===== src/rtl/memory_pkg.sv =====
// Shared types for the memory-access stage: pipeline registers, data bus
// request/response, access-size encoding and the stage FSM states.
package memory_pkg;

  typedef logic [63:0] word_t;
  typedef logic [63:0] u64;
  typedef logic [31:0] u32;
  typedef logic [7:0]  strobe_t;
  typedef logic [4:0]  creg_addr_t;

  // Access size, encoded exactly as instr[13:12]
  typedef enum logic [1:0] {
    MSIZE1 = 2'd0,
    MSIZE2 = 2'd1,
    MSIZE4 = 2'd2,
    MSIZE8 = 2'd3
  } msize_t;

  typedef enum logic [2:0] {
    OP_ALU    = 3'd0,
    OP_LOAD   = 3'd1,
    OP_STORE  = 3'd2,
    OP_BRANCH = 3'd3,
    OP_JUMP   = 3'd4
  } op_t;

  typedef struct packed {
    op_t  op;
    logic regwrite;
  } control_t;

  typedef struct packed {
    logic       valid;
    u64         pc;
    u32         instr;
    control_t   ctl;
    creg_addr_t dst;
    word_t      rd2;
    word_t      result;
  } excute_data_t;

  typedef struct packed {
    logic       valid;
    u64         pc;
    u32         instr;
    control_t   ctl;
    creg_addr_t dst;
    word_t      result;
    logic       misalign;
  } memory_data_t;

  typedef struct packed {
    logic    valid;
    u64      addr;
    msize_t  size;
    strobe_t strobe;
    word_t   data;
  } dbus_req_t;

  typedef struct packed {
    logic  addr_ok;
    logic  data_ok;
    word_t data;
  } dbus_resp_t;

  typedef enum logic {
    ST_IDLE = 1'b0,
    ST_REQ  = 1'b1
  } mem_state_t;

  // An access is aligned when the low address bits below its size are zero
  function automatic logic is_misaligned(input logic [2:0] off, input msize_t sz);
    case (sz)
      MSIZE1:  return 1'b0;
      MSIZE2:  return off[0];
      MSIZE4:  return |off[1:0];
      default: return |off;
    endcase
  endfunction

endpackage


===== src/rtl/memory_if.sv =====
// Data bus between the memory stage (master) and the data memory (slave).
interface memory_if;
  import memory_pkg::*;

  dbus_req_t  dreq;
  dbus_resp_t dresp;

  modport master (output dreq, input dresp);
  modport slave  (input dreq, output dresp);
endinterface


===== src/rtl/memory_memfmt.sv =====
// Byte-lane formatting for the data bus: store lane placement and strobe,
// load lane extraction with sign/zero extension. Purely combinational.
module memory_memfmt
  import memory_pkg::*;
(
  input  logic [2:0] i_st_off,
  input  msize_t     i_st_size,
  input  word_t      i_st_rd2,
  output strobe_t    o_st_strobe,
  output word_t      o_st_data,
  input  logic [2:0] i_ld_off,
  input  msize_t     i_ld_size,
  input  logic       i_ld_unsigned,
  input  word_t      i_ld_raw,
  output word_t      o_ld_data
);

  strobe_t w_base;
  word_t   w_shifted;

  // Store side: strobe mask for the size, moved up to the addressed lane
  always_comb begin
    case (i_st_size)
      MSIZE1:  w_base = 8'h01;
      MSIZE2:  w_base = 8'h03;
      MSIZE4:  w_base = 8'h0F;
      default: w_base = 8'hFF;
    endcase
  end

  assign o_st_strobe = w_base << i_st_off;
  assign o_st_data   = i_st_rd2 << {i_st_off, 3'b000};

  assign w_shifted = i_ld_raw >> {i_ld_off, 3'b000};

  // Load side: truncate the shifted word to the size, then extend
  always_comb begin
    case (i_ld_size)
      MSIZE1:  o_ld_data = i_ld_unsigned ? {56'd0, w_shifted[7:0]}
                                         : {{56{w_shifted[7]}}, w_shifted[7:0]};
      MSIZE2:  o_ld_data = i_ld_unsigned ? {48'd0, w_shifted[15:0]}
                                         : {{48{w_shifted[15]}}, w_shifted[15:0]};
      MSIZE4:  o_ld_data = i_ld_unsigned ? {32'd0, w_shifted[31:0]}
                                         : {{32{w_shifted[31]}}, w_shifted[31:0]};
      default: o_ld_data = w_shifted;
    endcase
  end

endmodule


===== src/rtl/memory.sv =====
// Memory-access stage: issues one data-bus transaction per aligned load or
// store, stalls execute while it is outstanding and registers the completed
// instruction for writeback.
//
// state   | meaning
// --------+-----------------------------------------------------------
// ST_IDLE | no transaction; aligned mem op is latched into the request
// ST_REQ  | request on the bus, held stable until data_ok
module memory
  import memory_pkg::*;
(
  input  logic         clk,
  input  logic         reset,
  input  excute_data_t dataE,
  output memory_data_t dataM,
  memory_if.master     dbus,
  output logic         stopm
);

  mem_state_t   r_state;
  mem_state_t   w_state_next;
  dbus_req_t    r_req;
  logic         r_is_load;
  logic         r_ld_unsigned;
  memory_data_t r_dataM;
  memory_data_t w_dataM_next;

  logic    w_is_load;
  logic    w_is_store;
  logic    w_memop;
  logic    w_mis;
  logic    w_issue;
  logic    w_data_ok;
  msize_t  w_size;
  strobe_t w_st_strobe;
  word_t   w_st_data;
  word_t   w_ld_data;
  logic    w_unused_addr_ok;

  assign w_is_load  = dataE.valid && (dataE.ctl.op == OP_LOAD);
  assign w_is_store = dataE.valid && (dataE.ctl.op == OP_STORE);
  assign w_memop    = w_is_load || w_is_store;
  assign w_size     = msize_t'(dataE.instr[13:12]);
  assign w_mis      = is_misaligned(dataE.result[2:0], w_size);
  assign w_issue    = (r_state == ST_IDLE) && w_memop && !w_mis;
  assign w_data_ok  = dbus.dresp.data_ok;

  // Acceptance is irrelevant here; only data_ok ends a transaction
  assign w_unused_addr_ok = dbus.dresp.addr_ok;

  memory_memfmt u_fmt (
    .i_st_off      (dataE.result[2:0]),
    .i_st_size     (w_size),
    .i_st_rd2      (dataE.rd2),
    .o_st_strobe   (w_st_strobe),
    .o_st_data     (w_st_data),
    .i_ld_off      (r_req.addr[2:0]),
    .i_ld_size     (r_req.size),
    .i_ld_unsigned (r_ld_unsigned),
    .i_ld_raw      (dbus.dresp.data),
    .o_ld_data     (w_ld_data)
  );

  // State register
  always_ff @(posedge clk) begin
    if (!reset) r_state <= ST_IDLE;
    else        r_state <= w_state_next;
  end

  // Next state and stall; stall drops in the completing cycle so execute
  // advances on the same edge that dataM is written
  always_comb begin
    w_state_next = r_state;
    stopm        = 1'b0;
    case (r_state)
      ST_IDLE: begin
        if (w_issue) begin
          w_state_next = ST_REQ;
          stopm        = 1'b1;
        end
      end
      ST_REQ: begin
        if (w_data_ok) w_state_next = ST_IDLE;
        else           stopm        = 1'b1;
      end
      default: w_state_next = ST_IDLE;
    endcase
  end

  // Request registers: captured once on issue, frozen until data_ok
  always_ff @(posedge clk) begin
    if (!reset) begin
      r_req         <= '0;
      r_is_load     <= 1'b0;
      r_ld_unsigned <= 1'b0;
    end else if (w_issue) begin
      r_req.valid   <= 1'b1;
      r_req.addr    <= dataE.result;
      r_req.size    <= w_size;
      r_req.strobe  <= w_is_store ? w_st_strobe : '0;
      r_req.data    <= w_st_data;
      r_is_load     <= w_is_load;
      r_ld_unsigned <= dataE.instr[14];
    end else if ((r_state == ST_REQ) && w_data_ok) begin
      r_req.valid   <= 1'b0;
    end
  end

  assign dbus.dreq = r_req;

  // Writeback record; execute is held during REQ so dataE still describes
  // the instruction being completed
  always_comb begin
    w_dataM_next       = '0;
    w_dataM_next.pc    = dataE.pc;
    w_dataM_next.instr = dataE.instr;
    w_dataM_next.ctl   = dataE.ctl;
    w_dataM_next.dst   = dataE.dst;
    case (r_state)
      ST_IDLE: begin
        if (dataE.valid && !w_memop) begin
          w_dataM_next.valid  = 1'b1;
          w_dataM_next.result = dataE.result;
        end else if (w_memop && w_mis) begin
          w_dataM_next.valid    = 1'b1;
          w_dataM_next.misalign = 1'b1;
          w_dataM_next.result   = dataE.result;
        end
      end
      ST_REQ: begin
        if (w_data_ok) begin
          w_dataM_next.valid  = 1'b1;
          w_dataM_next.result = r_is_load ? w_ld_data : r_req.addr;
        end
      end
      default: ;
    endcase
  end

  // dataM register
  always_ff @(posedge clk) begin
    if (!reset) r_dataM <= '0;
    else        r_dataM <= w_dataM_next;
  end

  assign dataM = r_dataM;

endmodule

===== src/flat_wrapper.sv =====
// flat-port wrapper written by rule: the top's interface ports become plain ports
module memory_flat import memory_pkg::*;
  (clk, reset, dataE, dataM, stopm, dbus_dreq, dbus_dresp);
  memory_if dbus_i ();
  input  logic clk;
  input  logic reset;
  input  excute_data_t dataE;
  output memory_data_t dataM;
  output logic stopm;
  output wire logic [$bits(dbus_i.dreq)-1:0] dbus_dreq;
  input wire logic [$bits(dbus_i.dresp)-1:0] dbus_dresp;
  assign dbus_dreq = dbus_i.dreq;
  assign dbus_i.dresp = dbus_dresp;
  memory u_core (.clk(clk), .reset(reset), .dataE(dataE), .dataM(dataM), .dbus(dbus_i), .stopm(stopm));
endmodule

===== config.mk =====
export PLATFORM = sky130hd
export DESIGN_NAME = memory_flat
export DESIGN_NICKNAME = d
export VERILOG_FILES = /design/src/rtl/memory_pkg.sv /design/src/rtl/memory_if.sv /design/src/rtl/memory_memfmt.sv /design/src/rtl/memory.sv /design/src/flat_wrapper.sv
export SDC_FILE = /design/constraint.sdc
export NUM_CORES = 1
export LEC_CHECK = 0
export CAP_MARGIN = 20
export CELL_PAD_IN_SITES_DETAIL_PLACEMENT = 1
export CELL_PAD_IN_SITES_GLOBAL_PLACEMENT = 1
export CORE_AREA = 3 3 235 237
export CTS_BUF_LIST = sky130_fd_sc_hd__clkbuf_4
export DETAILED_ROUTE_END_ITERATION = 12
export DIE_AREA = 0 0 238 240
export PLACE_DENSITY_LB_ADDON = 0.1
export SETUP_SLACK_MARGIN = 0.02
export SLEW_MARGIN = 20
export SYNTH_ARGS = -nofsm -noshare
export SYNTH_HDL_FRONTEND = slang
export SYNTH_SLANG_ARGS = --single-unit

===== constraint.sdc =====
create_clock -name clk -period 1.85 [get_ports clk]
set_input_delay 0.2775 -clock clk [delete_from_list [all_inputs] [get_ports clk]]
set_output_delay 0.2775 -clock clk [all_outputs]
set_load 0.02 [all_outputs]

-- Yosys cells after proc, flatten, opt, wreduce, memory -nomap -nowiden
Index checks and enable logic that the tools add are counted.
W data, S select, Z words.
- register bits after elaboration: 313
- input bits: 302
- equal/unequal tests: 6
- shifts and indexed selects: 3
- mux-type cells: 21
- bitwise logic cells: 2
- reduce and logical (&&, ||, !) cells: 16
- operator list (cell ; number):
    $mux W64 ; 6
    $pmux W64 S3 ; 1
    $pmux W64 S2 ; 1
    $mux W65 ; 1
    $shl A64 B6 Y64 ; 1
    $shr A64 B6 Y64 ; 1
    $pmux W8 S3 ; 1
    $mux W8 ; 1
    $shl A8 B3 Y8 ; 1
    $logic_and A1 B1 Y1 ; 7
    $mux W1 ; 7
    $reduce_or A3 Y1 ; 2
    $eq A2 B1 Y1 const B ; 2
    $eq A2 B2 Y1 const B ; 2
    $logic_not A2 Y1 ; 2
    $pmux W1 S2 ; 2
    $eq A3 B1 Y1 const B ; 1
    $eq A3 B2 Y1 const B ; 1
    $pmux W1 S3 ; 1
    $logic_not A1 Y1 ; 2
    $not A1 Y1 ; 2
    $reduce_bool A2 Y1 ; 1
    $reduce_or A2 Y1 ; 1
    $logic_or A1 B1 Y1 ; 1

-- Longest topological paths before layout
Gate-level depths: netlist (run 1).
- depth after elaboration: 7
- mapped depth: 9
- depth with buffers taken out: 5

-- By module
Synthesis (run 1) repeated with hierarchy kept, for this count alone.
- cells, all modules: 1574
- area, all modules: 15329.7 um^2
- by module, submodules not included (module ; instances ; cells each ; area an instance (um^2) ; sequential area each (um^2)):
    memory ; 1 ; 1067 ; 11264.6 ; 6266.0
    memory_memfmt ; 1 ; 507 ; 4065.1 ; 0.0

-- Worst setup path before layout (run 1)
Ideal clock, no wire load.
- path kind: register to register
- start point: reg u_core.r_req (netlist bit u_core.dbus.dreq[75])
- end point: reg u_core.r_dataM (netlist bit u_core.dataM[31])
- setup time: 0.128 ns
- data arrival time: 2.091 ns
- data required time: 1.722 ns
- setup slack: -0.369 ns
- stages on the path, launching flop included: 9
- buffers on the path: 3
- clock period less this slack: 2.219 ns
- path through: dfxtp_1 buf_2 buf_2 buf_1 mux2_2 a222oi_1 a21oi_1 a21oi_1 o21ai_0
- cells in the longest elaborated chain, start to end: 6
- elaborated cells between the ends (all ways): 8
- classes of those cells: shift: 1; mux: 7
- RTL lines (element ; RTL line ; source):
    start, declared ; memory.sv:22 ; dbus_req_t r_req;
    $shr A64 B6 Y64 (*) ; memory_memfmt.sv:34 ; assign w_shifted = i_ld_raw >> {i_ld_off, 3'b000};
    $mux W64 (on tied branches) ; memory_memfmt.sv:43, memory_memfmt.sv:39, memory_memfmt.sv:41 ;
    $pmux W64 S3 (*) ; memory_memfmt.sv:38 ; case (i_ld_size)
    $mux W64 (*) ; memory.sv:133 ; w_dataM_next.result = r_is_load ? w_ld_data : r_req.addr;
    $mux W64 (*) ; memory.sv:131 ; if (w_data_ok) begin
    $pmux W64 S2 (*) ; memory.sv:119 ; case (r_state)
    end signal, assigned ; memory.sv:143 ; else r_dataM <= w_dataM_next;
    end, declared ; memory.sv:25 ; memory_data_t r_dataM;
Every way passes the cells marked *; elsewhere a longest branch is shown, timed or not.
A chain may end at the register's enable or synchronous reset.

-- Worst setup path after layout (run 1)
- start point: reg u_core.r_state
- end point: out stopm
- cells in the longest elaborated chain, start to end: 5
- RTL lines (element ; RTL line ; source):
    start, declared ; memory.sv:20 ; mem_state_t r_state;
    start signal, assigned ; memory.sv:67 ; else r_state <= w_state_next;
    $not A1 Y1 ; memory.sv:45, memory.sv:75 ;
    $logic_and A1 B1 Y1 (2 in a row) ; memory.sv:45 ; assign w_issue = (r_state == ST_IDLE) && w_memop && !w_mis;
    $mux W1 ; memory.sv:77 ; if (w_issue) begin
    $pmux W1 S2 (*) ; memory.sv:75 ; case (r_state)
    end, declared ; flat_wrapper.sv:9 ; output logic stopm;
Marks and branches as above.

==> out/metrics.cfg, run 1 <==
[power]
p_leak_nw=10.4
peakVddDrop_v=0.000309
power.total_w=0.0178
power_density_nw_per_um2=693

[synthesis]
synth_seq_area_share_pct=44.8
synth_top_area_share_pct=44.8
syn_inst=1600
yosys.area.top_type=dfxtp_1
synth_area_leaders=dfxtp_1 45%, nand2_1 6.5%, mux2i_1 6.1%
synth.most_common_cell=dfxtp_1
netlist_top_cells_count=313 x dfxtp_1, 243 x nand2_1, 140 x a21oi_1
async_reset_ff_share_pct=0
synth_cell_types=56
ys_ff_latch=313
yosys_most_used_dff=dfxtp_1
synthesis.area_um2=14000
yosysWarnings=0
synth_edf_count=0
syn_nets=1902
syn_area_per_cell_um2=8.74

[drt]
drt_iter0_drc=892
wire_per_inst_um=24.4
drt_pass1_iterations=5
wirelength_mm=81.3
drc=0
routed_via_density=4.96
dr_total_vias=16500
final_antenna_net_count=0

[die]
die_y_um=240
die_x_um=238
io_pins=613
initial_core_util_pct=26.1
core_um2=53500
dieArea_um2=57100
fp-row-count=85

[cts]
h-tree-depth=3
tritoncts=yes
cts_buffers=93
path_clk_slew_ns=0.06
cts_sinks=313
clk_latency_ns=0.82
cts_root_buffer=clkbuf_4
ctsLongestPathBuffers=3

[grt]
grt_usage_pct=27.2
overflow=0
grt_pass1_vias=17700
met3_usage_pct=7.78
grt_first_pass_wirelength_mm=117
busiest_layer=met2
grt_max_degree=122
use_met2_pct=47.0
antenna_found_initial=16
use_met1_pct=32.5

[worst_setup_path]
crit_path_max_fanout=2
reg2reg_depth=8
crit_path_start_kind=register
rrSetupSlack_ns=-0.21
required_ns=1.57
cp_slowest_cell=dfxtp_1
cp_slowest_stage_delay_ns=0.32
r2r-start=u_core.dbus.dreq[76]
end_kind=output pin
arrival_ns=1.85
r2r_end=u_core.dataM[28]
crit_chain=a211o_1, or2_4, o21ai_4, buf_6
crit_buf_inv=1
cp_top_family=flip-flops
path_class=register to output pin

[min_path]
holdPathStages=3
hp-class=primary input to register
hold_start=dataE[14]
whs_endpoint=u_core.dbus.dreq[88]

[timing]
fmax_ghz=0.469
maxSlewViolCount=0
layout_min_cycle_time_ns=2.13
fin_worst_skew_ns=0.0377
timing.final.crit_share_pct=115
finalWorstSetupSlack_ns=-0.280
maxSlewHeadroom_pct=25.8
setup_violations=60
finalHoldViolations=0
tightest_slew_ns=1.11
grt_setup_unrepaired=true

[final_layout]
syn_to_final_growth_pct=83.9
final_util_pct=48.1
regArea_um2=6290
drive_above_1_share_pct=32.0
stdcell_area_um2=25700
fillers=6104
multiInputGateArea_um2=7740
layout.nets=2856
fin_cells=3328

[place]
io_buffers=611
place_area_um2=22300
placed_cells=2978
place_hpwl_mm=58.2
place_congestion=0.905

[run]
max_cap_violations=0

[status]
violations=negative setup slack
run_status=finished with violations

==> stage by stage <==
| step | hold slack (ns) | setup slack, ns | TNS (ns) |
|---|---|---|---|
| 6_report | 0.0952 | -0.280 | -8.17 |
| 5_1_grt | 0.0254 | -0.380 | -12.52 |
| 4_1_cts | 0.000402 | -0.376 | -5.32 |
| 3_5_place_dp | 0.445 | -0.724 | -107.70 |
| 3_3_place_gp | 0.439 | -0.699 | -102.29 |
| 2_1_floorplan | 0.386 | -0.189 | -5.06 |
==> routing by layer <==
layer,up-vias,share of wire [%]
met4,2,3.0
met3,146,7.3
li1,7615,-
met2,559,49
met1,8171,40
met5,-,0.016
==> flip-flops by register name, indices dropped and copies added, names as in the netlist <==
register	count
u_core.r_state	1
u_core.r_is_load	1
u_core.dataM	171
u_core.r_ld_unsigned	1
u_core.dbus.dreq	139
==> worst max path at each step <==
| stage | start | to | slack, ns | cells after the start |
|---|---|---|---|---|
| floorplan | u_core.dbus.dreq[76] | u_core.dataM[36] | -0.19 | 7 |
| global placement | dataE[149] | u_core.dataM[3] | -0.70 | 9 |
| detailed placement | dataE[149] | u_core.dataM[3] | -0.72 | 9 |
| CTS | u_core.r_state | stopm | -0.38 | 4 |
| global route | u_core.r_state | stopm | -0.38 | 4 |
| finish | u_core.r_state | stopm | -0.28 | 4 |
==> power breakdown <==
part / internal (W) / total (W) / switching (W) / leakage (nW)
combinational: 0.00192 / 0.00375 / 0.00183 / 7.14
clock: 0.00361 / 0.00698 / 0.00337 / 0.697
sequential: 0.00699 / 0.00711 / 0.000116 / 2.57
==> worst register-to-register path: stages, from the launching register on <==
cell      delay [ns]
dfxtp_4         0.38
mux2_4          0.32
a221oi_4        0.35
buf_4           0.17
nor2_2          0.04
o211ai_1        0.25
buf_4           0.21
buf_16          0.15
o21ai_1         0.06
==> cells by family after synthesis <==
family,share of synthesized area (%)
flops,44.8
buf+inv,4.54
xor+xnor,0.0626
simple gates,18.7
mux,12.8
compound gates,19.1
==> cell usage in the layout (no fill, tap or decap), types with 10 or more instances in the layout <==
cell,n
a21oi_1,136
a22oi_1,33
a2bb2oi_1,15
a31oi_1,16
and2_1,113
buf_12,28
buf_2,103
buf_4,189
buf_6,27
clkbuf_2,14
clkbuf_4,128
clkdlybuf4s15_1,31
clkdlybuf4s15_2,146
clkdlybuf4s50_1,296
clkinv_1,21
dfxtp_1,307
diode_2,14
dlygate4sd2_1,13
dlygate4sd3_1,141
inv_1,15
mux2_2,31
mux2_4,10
mux2i_1,77
mux4_2,21
nand2_1,241
nand3_1,19
nor2_1,89
nor3_1,18
o211a_1,11
o211ai_1,13
o21ai_0,51
o21ai_1,10
o21ai_2,42
o22ai_1,16
o2bb2ai_1,16
or3_1,22
==> area by class of cell <==
| class | count | share of cell area [%] |
|---|---|---|
| multi-input cells | 1130 | 30.1 |
| clock inverters | 32 | 0.910 |
| clock buffers | 127 | 3.71 |
| inverters | 17 | 0.277 |
| repair buffers | 999 | 37.1 |
| flip-flops and latches | 313 | 24.4 |
| diodes | 14 | 0.136 |
| well taps | 696 | 3.39 |
==> what timing repair did <==
| action | CTS | global route |
|---|---|---|
| cloned | 5 | 3 |
| endpoints found under the hold margin | 173 | 0 |
| hold buffers | 141 | 0 |
| setup buffers | 21 | 20 |
| pin swaps | 37 | 30 |
| resized for setup | 1146 | 91 |
| endpoints found under the setup margin | 373 | 137 |
Power figures use the tool's default switching activity.
==> run 2: changes to the inputs <==
--- a/config.mk
+++ b/config.mk
@@ -5,13 +5,14 @@
 export SDC_FILE = /design/constraint.sdc
 export NUM_CORES = 1
 export LEC_CHECK = 0
-export CAP_MARGIN = 20
-export CELL_PAD_IN_SITES_DETAIL_PLACEMENT = 1
-export CELL_PAD_IN_SITES_GLOBAL_PLACEMENT = 1
-export CORE_AREA = 3 3 235 237
+export CAP_MARGIN = 25
+export CELL_PAD_IN_SITES_DETAIL_PLACEMENT = 0
+export CELL_PAD_IN_SITES_GLOBAL_PLACEMENT = 2
+export CORE_MARGIN = 3
+export CORE_UTILIZATION = 22
 export CTS_BUF_LIST = sky130_fd_sc_hd__clkbuf_4
+export CTS_CLUSTER_DIAMETER = 60
 export DETAILED_ROUTE_END_ITERATION = 12
-export DIE_AREA = 0 0 238 240
 export PLACE_DENSITY_LB_ADDON = 0.1
 export SETUP_SLACK_MARGIN = 0.02
 export SLEW_MARGIN = 20
==> run 2 against run 1 <==
Critical endpoint unchanged. First-iteration DRC count decreased by 21%. Clock power is 3% lower. Cell count increased by 5.6%. The flow still finishes with violations (negative setup slack). Final area increased by 3.2%. Largest cell class unchanged. Sequential cell count is the same. Register-to-register slack worse by 0.07 ns. Critical path depth grew 3. Setup slack worse by 0.073 ns. Clock-buffer cell count rose by 8. Utilization fell by 5.5 points. Highest routed layer unchanged. Die area rose by 17%. Combinational power rose by 2%.
==> out/metrics.cfg, run 2 (synthesis gave the netlist of run 1 again) <==
[place]
place_congestion=0.895  ; -1.1%
place_hpwl_mm=60.1  ; +3.4%
io_buffers=611  ; unchanged
place_area_um2=22700  ; +1.6%

[status]
run_status=finished with violations
violations=negative setup slack

[power]
p_sw_w=0.00527  ; -0.81%
p_comb_share_pct=21.7  ; +0.7 points
clkPwrFrac_pct=38.3  ; -0.8 points
pwr-share-seq_pct=40.0  ; +0.2 points
sw_frac_of_total_pct=29.7  ; -0.11 points
power.total_w=0.0178  ; -0.45%
p_leak_nw=10.8  ; +3.5%
peakVddDrop_v=0.000382  ; +24%
p_int_w=0.0125  ; -0.30%
power_density_nw_per_um2=669  ; -3.5%

[timing]
setup_violations=61  ; +1.7%
finalWorstSetupSlack_ns=-0.354  ; -0.0733 ns
maxSlewViolCount=0  ; unchanged
layout_min_cycle_time_ns=2.20  ; +0.0733 ns
timing.final.crit_share_pct=119  ; +4.0 points
tightest_slew_ns=0.645  ; -0.467 ns
finalHoldViolations=0  ; unchanged
fin_worst_skew_ns=0.0844  ; +0.0467 ns
grt_setup_unrepaired=true
fmax_ghz=0.454  ; -3.3%
fin_hold_ws_ns=0.122  ; +0.0269 ns
maxSlewHeadroom_pct=57.0  ; +31 points

[worst_setup_path]
r2r-start=u_core.dbus.dreq[74]
end_kind=output pin
cp_slowest_stage_delay_ns=0.58  ; +0.26 ns
rrSetupSlack_ns=-0.28  ; -0.07 ns
crit_chain=buf_4, dlygate4sd3_1, o21a_2, a211o_1, or2_4, o21ai_4, buf_6
reg2reg_depth=9  ; +1
r2r_end=u_core.dataM[63]
crit_path_start_kind=primary input
arrival_ns=1.93  ; +0.08 ns
required_ns=1.57  ; about the same
crit_path_max_fanout=4  ; +2
path_class=primary input to output pin
cp_slowest_cell=dlygate4sd3_1

[die]
die_x_um=258  ; +8.5%
die_y_um=258  ; +7.6%
fp-row-count=91  ; +7.1%
core_um2=62300  ; +16%
io_pins=613  ; unchanged
initial_core_util_pct=22.5  ; -3.7 points
dieArea_um2=66600  ; +17%

[drt]
final_antenna_net_count=0  ; unchanged
drt_iter0_drc=702  ; -21%
dr_total_vias=16100  ; -2.3%
routed_via_density=4.58  ; -7.5%
drc=0  ; unchanged
wire_per_inst_um=22.6  ; -7.7%
wirelength_mm=79.3  ; -2.5%
drt_pass1_iterations=5  ; unchanged

[final_layout]
syn_to_final_growth_pct=89.7
layout.nets=2909  ; +1.9%
final_common_cell=dfxtp_1
final_cell_mix=303 x dfxtp_1, 296 x clkdlybuf4s50_1, 235 x nand2_1
largest_register_ffs=171  ; unchanged
drive_above_1_share_pct=34.9  ; +2.9 points
stdcell_area_um2=26500  ; +3.2%

[cts]
h-tree-depth=3  ; unchanged
path_clk_slew_ns=0.06  ; about the same
clk_latency_ns=0.88  ; +0.06 ns
cts_sinks=313  ; unchanged
tritoncts=yes
cts_root_buffer=clkbuf_4
ctsLongestPathBuffers=3  ; unchanged
cts_buffers=97  ; +4.3%

[run]
max_cap_violations=0  ; unchanged

[min_path]
hp-class=primary input to register
holdPathStages=3  ; unchanged
whs_endpoint=u_core.dbus.dreq[92]
hold_start=dataE[18]

[grt]
grt_first_pass_wirelength_mm=113  ; -3.4%
overflow=0  ; unchanged
grt_usage_pct=22.8  ; -4.5 points
antenna_found_initial=12  ; -4
grt_pass1_vias=16800  ; -5.0%
grt_max_degree=76  ; -38%

## run 2: through the flow
stage	cells	setup slack, ns	setup TNS [ns]	utilization [%]
3_5_place_dp	3143	-0.692	-122.41	36.5
4_1_cts	3495	-0.422	-9.85	41.5
3_3_place_gp	3143	-0.671	-111.13	36.5
6_report	3515	-0.354	-10.86	42.6
2_1_floorplan	1600	-0.189	-5.06	-
5_1_grt	3515	-0.411	-14.94	42.6
## run 2: layer usage
layer	wire length [µm]	GRT usage, %
met1	34300	28.9
met2	37200	37.1
met3	5230	5.73
met4	2520	9.07
met5	13	0
## run 2: worst max-delay path by stage
stage / endpoint / startpoint / slack (ns) / depth (start not counted)
after floorplan: u_core.dataM[36] / u_core.dbus.dreq[76] / -0.19 / 7
after global placement: u_core.dataM[63] / dataE[149] / -0.67 / 7
after detailed placement: u_core.dataM[63] / dataE[149] / -0.69 / 7
after CTS: stopm / u_core.r_state / -0.42 / 4
after global routing: stopm / u_core.r_state / -0.41 / 4
final: stopm / dataE[0] / -0.35 / 7
## run 2: area by class of cell
type	count	area [µm²]
clock buffers	135	1010
flip-flops and latches	313	6290
multi-input cells	1130	8190
inverters	17	66.3
well taps	837	1050
repair buffers	1048	9750
diodes	9	22.5
fillers	6325	35700
clock inverters	26	160
## run 2: power groups by stage
stage	clock network, W	registers [W]	logic, W
final	0.00680	0.00710	0.00384
after global routing	0.00748	0.00712	0.00407
after CTS	0.00713	0.00710	0.00373
after detailed placement	0	0.00726	0.00338
after global placement	0	0.00725	0.00338
after floorplan	0	0.00755	0.00101
## run 2: timing repair
item,CTS,global route
gates resized for setup,1275,135
endpoints found under the setup margin,373,123
hold buffers,160,1
endpoints found under the hold margin,200,2
pin swaps,44,49
gates cloned,6,2
setup buffers,27,20
## run 2: worst max-delay path: cells and delay by family
kind	cells	cell delay (ns)
and+or+nand+nor	1	0.26
AOI/OAI and AO/OA	3	0.52
buffers and inverters	3	0.85
==> run 3: changes to the inputs <==
--- a/config.mk
+++ b/config.mk
@@ -8,11 +8,12 @@
 export CAP_MARGIN = 25
 export CELL_PAD_IN_SITES_DETAIL_PLACEMENT = 0
 export CELL_PAD_IN_SITES_GLOBAL_PLACEMENT = 2
-export CORE_MARGIN = 3
+export CORE_MARGIN = 4
 export CORE_UTILIZATION = 22
 export CTS_BUF_LIST = sky130_fd_sc_hd__clkbuf_4
 export CTS_CLUSTER_DIAMETER = 60
 export DETAILED_ROUTE_END_ITERATION = 12
+export GPL_TIMING_DRIVEN = 0
 export PLACE_DENSITY_LB_ADDON = 0.1
 export SETUP_SLACK_MARGIN = 0.02
 export SLEW_MARGIN = 20
==> run 3 against run 2 <==
The flow still finishes with violations (negative setup slack). Clock power barely moved. Final area is 6.6% lower. Power down 1.4%. Combinational power shrank 6.3%. Critical path depth rose by 2. Setup slack got worse by 0.21 ns. Sequential share of layout area up 1.7 points. Via count down 0.69%. Clock-buffer cell count is 6 higher. Largest cell class unchanged.
==> out/metrics.cfg, run 3 (synthesis gave the netlist of run 1 again) <==
[status]
run_status=finished with violations
violations=negative setup slack

[final_layout]
fin_cells=3415  ; -2.8%
drive_above_1_share_pct=28.8  ; -6.1 points
largest_register_ffs=171  ; unchanged
layout.nets=2788  ; -4.2%
syn_to_final_growth_pct=77.1
fillers=6468  ; +2.3%
final_cell_mix=304 x dfxtp_1, 297 x clkdlybuf4s50_1, 243 x nand2_1
final_common_cell=dfxtp_1
multiInputGateArea_um2=7770  ; -5.1%
regArea_um2=6290  ; about the same

[timing]
finalHoldViolations=0  ; unchanged
maxSlewViolCount=0  ; unchanged
layout_min_cycle_time_ns=2.41  ; +0.207 ns
timing.final.crit_share_pct=130  ; +11 points
maxSlewHeadroom_pct=43.9  ; -13 points
grt_setup_unrepaired=true
fin_hold_ws_ns=0.113  ; -0.00908 ns
fmax_ghz=0.415  ; -8.6%
tightest_slew_ns=0.842  ; +0.196 ns
finalWorstSetupSlack_ns=-0.561  ; -0.207 ns
fin_worst_skew_ns=0.0523  ; -0.0321 ns
setup_violations=61  ; unchanged

[worst_setup_path]
r2r-start=u_core.dbus.dreq[76]
cp_top_family=buffers and inverters
crit_buf_inv=5  ; +2
crit_chain=clkdlybuf4s50_1, xnor2_2, or2_1, buf_2, or2_4, buf_6, buf_12, o21ai_4, buf_6
path_class=primary input to output pin
cp_slowest_stage_delay_ns=0.52  ; -0.06 ns
crit_path_max_fanout=9  ; +5
cp_slowest_cell=clkdlybuf4s50_1
r2r_end=u_core.dataM[12]
arrival_ns=2.13  ; +0.20 ns
reg2reg_depth=8  ; -1
required_ns=1.57  ; about the same
cp_num_cells=9  ; +2
crit_path_start_kind=primary input
critPathCapture=stopm
rrSetupSlack_ns=-0.40  ; -0.12 ns
startpoint=dataE[135]
end_kind=output pin
cp_common_cell=buf_6

[min_path]
holdPathStages=3  ; unchanged
hp-class=primary input to register

[die]
io_pins=613  ; unchanged
core_um2=63000  ; +1.1%
die_y_um=260  ; +0.77%
initial_core_util_pct=22.2  ; -0.24 points
fp-row-count=92  ; +1.1%
dieArea_um2=67700  ; +1.6%
die_x_um=260  ; +0.77%

[grt]
overflow=0  ; unchanged
grt_first_pass_wirelength_mm=119  ; +5.2%
grt_max_degree=20  ; -74%
antenna_found_initial=15  ; +3
grt_usage_pct=24.2  ; +1.4 points
grt_pass1_vias=16600  ; -1.4%

[cts]
ctsLongestPathBuffers=3  ; unchanged
cts_root_buffer=clkbuf_4
cts_sinks=313  ; unchanged
h-tree-depth=3  ; unchanged
clk_latency_ns=0.83  ; -0.05 ns
cts_buffers=95  ; -2.1%
path_clk_slew_ns=0.06  ; about the same
tritoncts=yes

[drt]
drc=0  ; unchanged
drt_pass1_iterations=5  ; unchanged
wire_per_inst_um=25.1  ; +11%
drt_iter0_drc=1008  ; +44%
final_antenna_net_count=0  ; unchanged
routed_via_density=4.68  ; +2.2%
dr_total_vias=16000  ; -0.69%
wirelength_mm=85.7  ; +8.1%

[power]
peakVddDrop_v=0.000404  ; +5.9%
p_leak_nw=9.82  ; -8.7%
power_density_nw_per_um2=707  ; +5.6%

[place]
place_ws_ns=-1.82  ; -1.13 ns
place_hpwl_mm=67.3  ; +12%
placed_cells=3055  ; -2.8%
place_congestion=0.927  ; +3.6%
io_buffers=609  ; -0.33%

[run]
max_cap_violations=0  ; unchanged

run 3: layout make-up:
cell class | instances | share of cell area, %
antenna | 13 | 0.131
buffer | 137 | 3.98
clock buffer | 141 | 4.27
clock inverter | 26 | 0.561
inverter | 17 | 0.278
multi-input combinational | 1130 | 31.4
sequential | 313 | 25.4
tap | 846 | 4.27
timing repair buffer | 792 | 29.8
run 3: stage by stage:
| step | utilization [%] | total power, W | cell area [µm²] | setup TNS, ns |
|---|---|---|---|---|
| final | 39.3 | 0.0175 | 24800 | -12.91 |
| after global placement | 33.8 | 0.0104 | 21300 | -271.22 |
| after global routing | 39.3 | 0.0184 | 24800 | -19.98 |
| after CTS | 38.7 | 0.0178 | 24300 | -11.49 |
| after detailed placement | 33.8 | 0.0104 | 21300 | -273.87 |
| after floorplan | - | 0.00856 | 14100 | -5.06 |
run 3: how the worst min path moves through the flow:
stage	start	end
2_1_floorplan	dataE[3]	u_core.dataM[4]
3_5_place_dp	u_core.dbus.dreq[68]	u_core.dbus.dreq[68]
4_1_cts	dataE[56]	u_core.dbus.dreq[130]
6_report	dataE[63]	u_core.dbus.dreq[137]
5_1_grt	dataE[21]	u_core.dbus.dreq[95]
3_3_place_gp	u_core.dbus.dreq[31]	u_core.dbus.dreq[31]
run 3: repair_timing:
item | 4_1_cts | 5_1_grt
hold buffers | 140 | 1
cloned | 2 | 3
hold endpoints to repair | 152 | 2
setup endpoints to repair | 506 | 206
setup buffers | 30 | 11
gates resized for setup | 1307 | 127
pin swaps | 16 | 24
run 3: power breakdown:
part | internal (W) | switching [W]
registers | 0.00699 | 0.000108
clock network | 0.00351 | 0.00330
logic | 0.00174 | 0.00186
total | 0.0122 | 0.00527
run 3: worst reg2reg max path: cells and delay by family, from the launching register on:
family	cells	cell delay, ns
buffers and inverters	5	1.09
DFF	1	0.35
AOI/OAI and AO/OA	1	0.39
and+or+nand+nor	2	0.29
run 3: per-layer routing:
metal / track usage [%] / part of all wire, % / up-vias
li1: - / - / 7501
met1: 31.4 / 44 / 7748
met2: 38.9 / 47 / 638
met3: 6.72 / 7.6 / 109
met4: 7.71 / 2.0 / 2
met5: 0 / 0.012 / -
